<file path="src/rtl/fib_alu_seq.sv">
// Fibonacci sequencer driving a shared combinational ALU (ADD per term, SLTU wrap check).
// Optional FIB_SAT_EN: saturate the result to all-ones and finish early on the first wrap.
package micro_const_pkg;
    localparam logic [3:0] ALU_ADD  = 4'b0000;
    localparam logic [3:0] ALU_SLTU = 4'b1000;
endpackage

module fib_alu_seq
    import micro_const_pkg::*;
#(
    parameter int DATA_W = 32,
    parameter int CNT_W  = 6
) (
    input  logic              clk,
    input  logic              rst,
    input  logic              start_i,
    input  logic [CNT_W-1:0]  n_i,
    output logic              busy_o,
    output logic              done_o,
    output logic [DATA_W-1:0] result_o,
    output logic              ovf_o,
    output logic [3:0]        alu_op_o,
    output logic [DATA_W-1:0] alu_a_o,
    output logic [DATA_W-1:0] alu_b_o,
    input  logic [DATA_W-1:0] alu_y_i
);

    localparam logic [1:0] S_IDLE = 2'd0;
    localparam logic [1:0] S_ADD  = 2'd1;
    localparam logic [1:0] S_CHK  = 2'd2;
    localparam logic [1:0] S_DONE = 2'd3;

    logic [1:0]        state_q, state_d;
    logic [DATA_W-1:0] f_prev_q, f_prev_d;
    logic [DATA_W-1:0] f_cur_q, f_cur_d;
    logic [CNT_W-1:0]  cnt_q, cnt_d;
    logic [CNT_W-1:0]  n_q, n_d;
    logic [DATA_W-1:0] result_q, result_d;
    logic              ovf_q, ovf_d;

    assign busy_o   = (state_q != S_IDLE);
    assign done_o   = (state_q == S_DONE);
    assign result_o = result_q;
    assign ovf_o    = ovf_q;

    // ALU drive is decoded from registered state only.
    always_comb begin
        alu_op_o = ALU_ADD;
        alu_a_o  = '0;
        alu_b_o  = '0;
        case (state_q)
            S_ADD: begin
                alu_a_o = f_prev_q;
                alu_b_o = f_cur_q;
            end
            S_CHK: begin
                alu_op_o = ALU_SLTU;
                alu_a_o  = f_cur_q;
                alu_b_o  = f_prev_q;
            end
            default: ;
        endcase
    end

    always_comb begin
        state_d  = state_q;
        f_prev_d = f_prev_q;
        f_cur_d  = f_cur_q;
        cnt_d    = cnt_q;
        n_d      = n_q;
        result_d = result_q;
        ovf_d    = ovf_q;
        case (state_q)
            S_IDLE: begin
                if (start_i) begin
                    n_d      = n_i;
                    f_prev_d = '0;
                    f_cur_d  = DATA_W'(1);
                    cnt_d    = CNT_W'(1);
                    ovf_d    = 1'b0;
                    if (n_i <= CNT_W'(1)) begin
                        state_d  = S_DONE;
                        result_d = (n_i == '0) ? '0 : DATA_W'(1);
                    end else begin
                        state_d = S_ADD;
                    end
                end
            end
            S_ADD: begin
                f_prev_d = f_cur_q;
                f_cur_d  = alu_y_i;
                cnt_d    = cnt_q + CNT_W'(1);
                state_d  = S_CHK;
            end
            S_CHK: begin
                if (alu_y_i[0])
                    ovf_d = 1'b1;
`ifdef FIB_SAT_EN
                if (alu_y_i[0]) begin
                    f_cur_d  = '1;
                    result_d = '1;
                    state_d  = S_DONE;
                end else if (cnt_q == n_q) begin
                    result_d = (n_q == '0) ? '0 : f_cur_q;
                    state_d  = S_DONE;
                end else begin
                    state_d = S_ADD;
                end
`else
                if (cnt_q == n_q) begin
                    result_d = (n_q == '0) ? '0 : f_cur_q;
                    state_d  = S_DONE;
                end else begin
                    state_d = S_ADD;
                end
`endif
            end
            default: state_d = S_IDLE;
        endcase
    end

    always_ff @(posedge clk) begin
        if (rst) begin
            state_q  <= S_IDLE;
            f_prev_q <= '0;
            f_cur_q  <= '0;
            cnt_q    <= '0;
            n_q      <= '0;
            result_q <= '0;
            ovf_q    <= 1'b0;
        end else begin
            state_q  <= state_d;
            f_prev_q <= f_prev_d;
            f_cur_q  <= f_cur_d;
            cnt_q    <= cnt_d;
            n_q      <= n_d;
            result_q <= result_d;
            ovf_q    <= ovf_d;
        end
    end

endmodule

</file>
<file path="config.mk">
export PLATFORM = sky130hd
export DESIGN_NAME = fib_alu_seq
export DESIGN_NICKNAME = d
export VERILOG_FILES = /design/src/rtl/fib_alu_seq.sv
export SDC_FILE = /design/constraint.sdc
export NUM_CORES = 1
export LEC_CHECK = 0
export CAP_MARGIN = 25
export CORE_MARGIN = 2
export CORE_UTILIZATION = 52
export DETAILED_ROUTE_END_ITERATION = 12
export PLACE_DENSITY = 0.84
export REMOVE_ABC_BUFFERS = 1
export SLEW_MARGIN = 20
export SYNTH_ARGS = -nofsm -noshare
export SYNTH_HDL_FRONTEND = slang
export SYNTH_SLANG_ARGS = --single-unit
</file>
<file path="constraint.sdc">
create_clock -name clk -period 4.6 [get_ports clk]
set_input_delay 0.92 -clock clk [delete_from_list [all_inputs] [get_ports clk]]
set_output_delay 0.92 -clock clk [all_outputs]
set_load 0.03 [all_outputs]
</file>
[Word-level counts from Yosys, hierarchy flattened]
Index checks and enable logic that the tools add are counted.
Storage, ports and cells
  bits in registers: 111
  input bits: 41
  output and inout port bits: 103
Operators by class
  muxes and demuxes: 22
  reduce and logical (&&, ||, !) cells: 10
  equal/unequal tests: 8
  $add $sub $neg: 1
  $lt $le $gt $ge: 1
Operator list (number)
  $pmux 32 s2: 5
  $mux 32: 6
  $logic_not 6->1: 2
  $pmux 6 s2: 1
  $ne 2x2->1 const B: 4
  $add 6x1->6 const B: 1
  $eq 6x6->1: 1
  $le 6x1->1 const B: 1
  $mux 2: 3
  $mux 6: 1
  $pmux 2 s3: 1
  $reduce_bool 2->1: 3
  $eq 2x2->1 const B: 2
  $mux 4: 1
  $reduce_and 2->1: 2
  $reduce_and 4->1: 1
  $mux 1: 3
  $reduce_and 3->1: 1
  $eq 2x1->1 const B: 1
  $logic_not 2->1: 1
  $pmux 1 s2: 1

[Logic depth before layout (Yosys ltp)]
  depth in word-level cells: 5
  mapped depth: 9
  mapped depth without buffers: 7

[Worst setup path after synthesis]
OpenSTA, ideal clock, no wires.
  kind: register to output
  from: register state_q[0]
  to: output alu_b_o[14]
  path buffers: 3
  setup slack: 1.758 ns
  data required time: 3.680 ns
  data arrival time: 1.922 ns
  stages on the path, launching flop included: 8
  cell sequence: dfxtp_1 inv_1 ha_1 clkbuf_1 clkbuf_1 clkbuf_1 a22oi_1 nor2b_1
On the way
  longest elaborated chain between the ends: 2
  elaborated cells on any way between the ends: 3
  those cells by class: eq/ne (2); mux (1)
RTL lines
  start, declared: RTL line 33  | logic [1:0] state_q, state_d;
  start signal, assigned: RTL line 132  | state_q <= state_d;
  $eq 2x2->1 / $eq 2x1->1 (equally long branches): RTL line 51  | case (state_q)
  $pmux 32 s2 *: RTL line 51
  end, declared: RTL line 24  | output logic [DATA_W-1:0] alu_b_o,
Every way passes the cells marked *; elsewhere a longest branch is shown, timed or not.

[Final worst setup path]
  from: register state_q[0]
  to: output alu_b_o[17]
The elaborated chain is that of the path after synthesis.

==> run_summary.xml <==
<?xml version="1.0" encoding="UTF-8"?>
<metrics>
  <group name="setup_path">
    <metric name="timing.critical_path.slowest_stage_cell" unit="">sky130_fd_sc_hd__ha_1</metric>
    <metric name="path_cells" unit="">inv_1 &gt; ha_1 &gt; buf_4 &gt; nor2b_1 &gt; clkdlybuf4s50_1</metric>
    <metric name="setup.worst_path.end" unit="">alu_b_o[17]</metric>
    <metric name="worst_path_dominant_cell_family" unit="">buffers and inverters</metric>
    <metric name="critical_path_depth" unit="">5</metric>
    <metric name="arrival" unit="ns">2.95</metric>
    <metric name="r2r-start" unit="">state_q[0]$_SDFFE_PP0P_</metric>
    <metric name="worst-r2r-cell-count" unit="">7</metric>
    <metric name="end_kind" unit="">output pin</metric>
    <metric name="path_buf_inv" unit="">3</metric>
    <metric name="worstReg2RegEnd" unit="">result_o[2]$_SDFFE_PP0P_</metric>
    <metric name="cpPeakStageDelay" unit="ns">0.76</metric>
    <metric name="crit_start" unit="">state_q[0]$_SDFFE_PP0P_</metric>
    <metric name="required" unit="ns">3.68</metric>
    <metric name="worst_setup_path_start_kind" unit="">flop</metric>
    <metric name="rrSetupSlack" unit="ns">1.62</metric>
    <metric name="setup_crit_path_kind" unit="">reg2out</metric>
    <metric name="path_max_fanout" unit="">33</metric>
  </group>
  <group name="synth">
    <metric name="synth_top_area_share" unit="%">42.2</metric>
    <metric name="synth-edff-count" unit="">0</metric>
    <metric name="syn_avg_cell_area" unit="sq um">8.66</metric>
    <metric name="yosys_most_used_dff" unit="">sky130_fd_sc_hd__dfxtp_1</metric>
    <metric name="seq_area_frac_synth" unit="%">42.2</metric>
    <metric name="synth-async-reset-ratio" unit="%">0</metric>
    <metric name="post-synth-top-area-cell" unit="">sky130_fd_sc_hd__dfxtp_1</metric>
    <metric name="yosysWarningCount" unit="">0</metric>
    <metric name="syn_inst" unit="">608</metric>
    <metric name="ys_top_cells_by_area" unit="">sky130_fd_sc_hd__dfxtp_1 42%, sky130_fd_sc_hd__a22oi_1 18%, sky130_fd_sc_hd__nor2b_1 7.6%</metric>
    <metric name="synth_cell_types" unit="">36</metric>
    <metric name="synth.cell_area" unit="sq um">5270</metric>
    <metric name="synth.ff_latch_count" unit="">111</metric>
  </group>
  <group name="cts">
    <metric name="clk-insertion-delay-late" unit="ns">0.36</metric>
    <metric name="cts_max_level" unit="">3</metric>
    <metric name="cts_resized" unit="">0</metric>
    <metric name="clk_transition_reported_paths" unit="ns">0.11</metric>
    <metric name="max_buffers_root_to_sink" unit="">2</metric>
    <metric name="root_buffer" unit="">sky130_fd_sc_hd__clkbuf_8</metric>
    <metric name="postCtsSetupBuffers" unit="">0</metric>
    <metric name="cts_sinks" unit="">111</metric>
    <metric name="cts-buffers-inserted" unit="">9</metric>
    <metric name="cts_hold_repair.buffers" unit="">0</metric>
    <metric name="cts_tree" unit="">built</metric>
  </group>
  <group name="cells_and_area">
    <metric name="mostFrequentLayoutCells" unit="">139 x sky130_fd_sc_hd__clkdlybuf4s50_1, 128 x sky130_fd_sc_hd__a22oi_1, 111 x sky130_fd_sc_hd__dfxtp_1</metric>
    <metric name="layout_commonest_cell" unit="">sky130_fd_sc_hd__clkdlybuf4s50_1</metric>
    <metric name="diodes" unit="">0</metric>
    <metric name="syn2layout_area_growth" unit="%">30.5</metric>
    <metric name="design.final.nets" unit="">757</metric>
    <metric name="final_cell_count_no_fill" unit="">848</metric>
    <metric name="drive_above_1_share" unit="%">4.76</metric>
    <metric name="final_core_utilization" unit="%">70.0</metric>
  </group>
  <group name="timing">
    <metric name="fin_setup_tns" unit="ns">0</metric>
    <metric name="slew_hr" unit="%">41.4</metric>
    <metric name="finalHoldWorstSlack" unit="ns">0.482</metric>
    <metric name="endpoints_failing_setup" unit="">0</metric>
    <metric name="grt_setup_unrepaired" unit="">no</metric>
    <metric name="tightestPinTransition" unit="ns">0.879</metric>
    <metric name="hold_violations" unit="">0</metric>
    <metric name="timing.fmax" unit="GHz">0.259</metric>
    <metric name="report.final.slew_viol_count" unit="">0</metric>
    <metric name="final.min_clock_period" unit="ns">3.87</metric>
    <metric name="final.setup_skew" unit="ns">0.0149</metric>
    <metric name="final.period_utilization" unit="%">84.0</metric>
  </group>
  <group name="global_routing">
    <metric name="grtUsageMet2" unit="%">42.7</metric>
    <metric name="grt.busiest_layer" unit="">met2</metric>
    <metric name="first_global_vias" unit="">4687</metric>
    <metric name="grt_max_degree" unit="">65</metric>
    <metric name="grt.total_usage" unit="%">24.6</metric>
    <metric name="antenna_found_initial" unit="">0</metric>
    <metric name="groute.layer.met3.usage" unit="%">3.37</metric>
    <metric name="globalRoute.totalOverflow" unit="">0</metric>
    <metric name="global_route.usage.met1" unit="%">30.0</metric>
    <metric name="wire_length_of_the_first_global_routing_pass" unit="um">22300</metric>
  </group>
  <group name="placed_design">
    <metric name="detailed_place_hpwl" unit="um">9210</metric>
    <metric name="io_buffers" unit="">140</metric>
    <metric name="dpl_cells" unit="">833</metric>
    <metric name="placer_s_final_routability_congestion_estimate" unit="">0.828</metric>
  </group>
  <group name="power">
    <metric name="clockPowerShare" unit="%">25.9</metric>
    <metric name="p_seq_share" unit="%">50.5</metric>
    <metric name="switching_share" unit="%">31.3</metric>
    <metric name="pwr_density_cell" unit="nW/um^2">297</metric>
    <metric name="fraction_of_power_consumed_by_combinational_cells" unit="%">23.6</metric>
    <metric name="power.ir.vdd_worst" unit="mV">0.216</metric>
    <metric name="leakage" unit="nW">2.31</metric>
    <metric name="internal-power" unit="mW">1.40</metric>
    <metric name="p_total" unit="mW">2.04</metric>
    <metric name="p_sw" unit="mW">0.638</metric>
  </group>
  <group name="routing">
    <metric name="ant_nets" unit="">0</metric>
    <metric name="num_vias" unit="">4809</metric>
    <metric name="detail_route.wirelength" unit="um">13800</metric>
    <metric name="post_drt_wl_per_cell" unit="um">16.2</metric>
    <metric name="drt_pass1_iterations" unit="">5</metric>
    <metric name="drt_iter0_markers" unit="">326</metric>
    <metric name="remaining_drc_errors" unit="">0</metric>
    <metric name="vias_per_cell" unit="">5.67</metric>
  </group>
  <group name="floorplan">
    <metric name="floorplan.io_pins" unit="">144</metric>
    <metric name="rows" unit="">36</metric>
    <metric name="die_x" unit="um">105</metric>
    <metric name="chipHeight" unit="um">105</metric>
    <metric name="die_area" unit="sq um">10900</metric>
    <metric name="initial_utilization" unit="%">53.6</metric>
    <metric name="fp.coreArea" unit="sq um">9820</metric>
  </group>
  <group name="run_status">
    <metric name="run_status" unit="">finished, final reports clean</metric>
  </group>
  <group name="job">
    <metric name="timing.max_cap.violations" unit="">0</metric>
  </group>
  <group name="min_path">
    <metric name="holdCritPathClass" unit="">reg2reg</metric>
  </group>
</metrics>
[cell usage after synthesis (7+ instances only)]
library cell	count
sky130_fd_sc_hd__buf_2	12
sky130_fd_sc_hd__dfxtp_1	111
sky130_fd_sc_hd__nand3_1	7
sky130_fd_sc_hd__nand2_1	44
sky130_fd_sc_hd__clkbuf_1	38
sky130_fd_sc_hd__a21oi_1	11
sky130_fd_sc_hd__nor2_1	74
sky130_fd_sc_hd__a22oi_1	128
sky130_fd_sc_hd__nor2b_1	64
sky130_fd_sc_hd__nand2b_1	33
sky130_fd_sc_hd__mux2i_1	32
[cells by family (layout without fill, tap and decap cells)]
kind of cell / count (synthesis) / count (layout) / synth area share [%]
adder cells (fa/ha/maj): 5 / 5 / 1.19
AND/OR/NAND/NOR: 235 / 235 / 22.3
other: 1 / 3 / 0.0712
multiplexers: 32 / 32 / 6.08
AO/OA/AOI/OAI: 150 / 150 / 21.0
flip-flops: 111 / 111 / 42.2
buffers and inverters: 65 / 170 / 5.63
XOR/XNOR: 9 / 9 / 1.50
[per-stage QoR]
| step | area [sq um] | setup slack (ns) |
|---|---|---|
| after floorplan | 4990 | 0.146 |
| after global placement | 6700 | 1.19 |
| after detailed placement | 6700 | 1.12 |
| after CTS | 6870 | 0.700 |
| after global routing | 6870 | 0.505 |
| final | 6870 | 0.734 |
[metal layers]
metal | wire length (um) | vias up
met5 | 0 | -
met4 | 331 | 0
met3 | 736 | 28
met2 | 7010 | 188
met1 | 5700 | 2277
li1 | - | 2316
[area by class of cell]
class	instances	area, sq um
tap	133	166
clock inverter	4	32.5
multi-input combinational	434	2790
sequential	111	2220
timing repair buffer	150	1500
inverter	5	18.8
clock buffer	11	141
fill	814	2950
[sequential cells by signal, summed over array words and instances (netlist names)]
signal and count:
ovf_o 1, result_o 32, state_q 2, cnt_q 6, n_q 6, f_prev_q 32
f_cur_q 32
[worst register-to-register path: cells and delay by family, from the launching register on]
family / cells / cell delay [ns]
buffers and inverters: 3 / 0.81
multiplexers: 1 / 0.24
AO/OA/AOI/OAI: 1 / 0.62
AND/OR/NAND/NOR: 1 / 0.10
adder cells (fa/ha/maj): 1 / 0.77
flip-flops: 1 / 0.36
[power groups by stage]
stage	combinational [mW]	clock (mW)	sequential [mW]
2_1_floorplan	0.297	0	1.05
6_report	0.481	0.528	1.03
3_3_place_gp	0.469	0	1.05
3_5_place_dp	0.480	0	1.05
4_1_cts	0.481	0.543	1.03
5_1_grt	0.515	0.590	1.03
[worst min path at each step]
stage	from	endpoint	slack, ns	cells after the start
6_report	result_o[18]$_SDFFE_PP0P_	result_o[18]$_SDFFE_PP0P_	0.48	2
4_1_cts	result_o[25]$_SDFFE_PP0P_	result_o[25]$_SDFFE_PP0P_	0.48	2
5_1_grt	result_o[9]$_SDFFE_PP0P_	result_o[9]$_SDFFE_PP0P_	0.51	2
3_3_place_gp	result_o[31]$_SDFFE_PP0P_	result_o[31]$_SDFFE_PP0P_	0.46	2
3_5_place_dp	result_o[25]$_SDFFE_PP0P_	result_o[25]$_SDFFE_PP0P_	0.47	2
2_1_floorplan	n_q[4]$_SDFFE_PP0P_	n_q[4]$_SDFFE_PP0P_	0.45	2
Note: power is estimated with default switching activity, not from simulation.
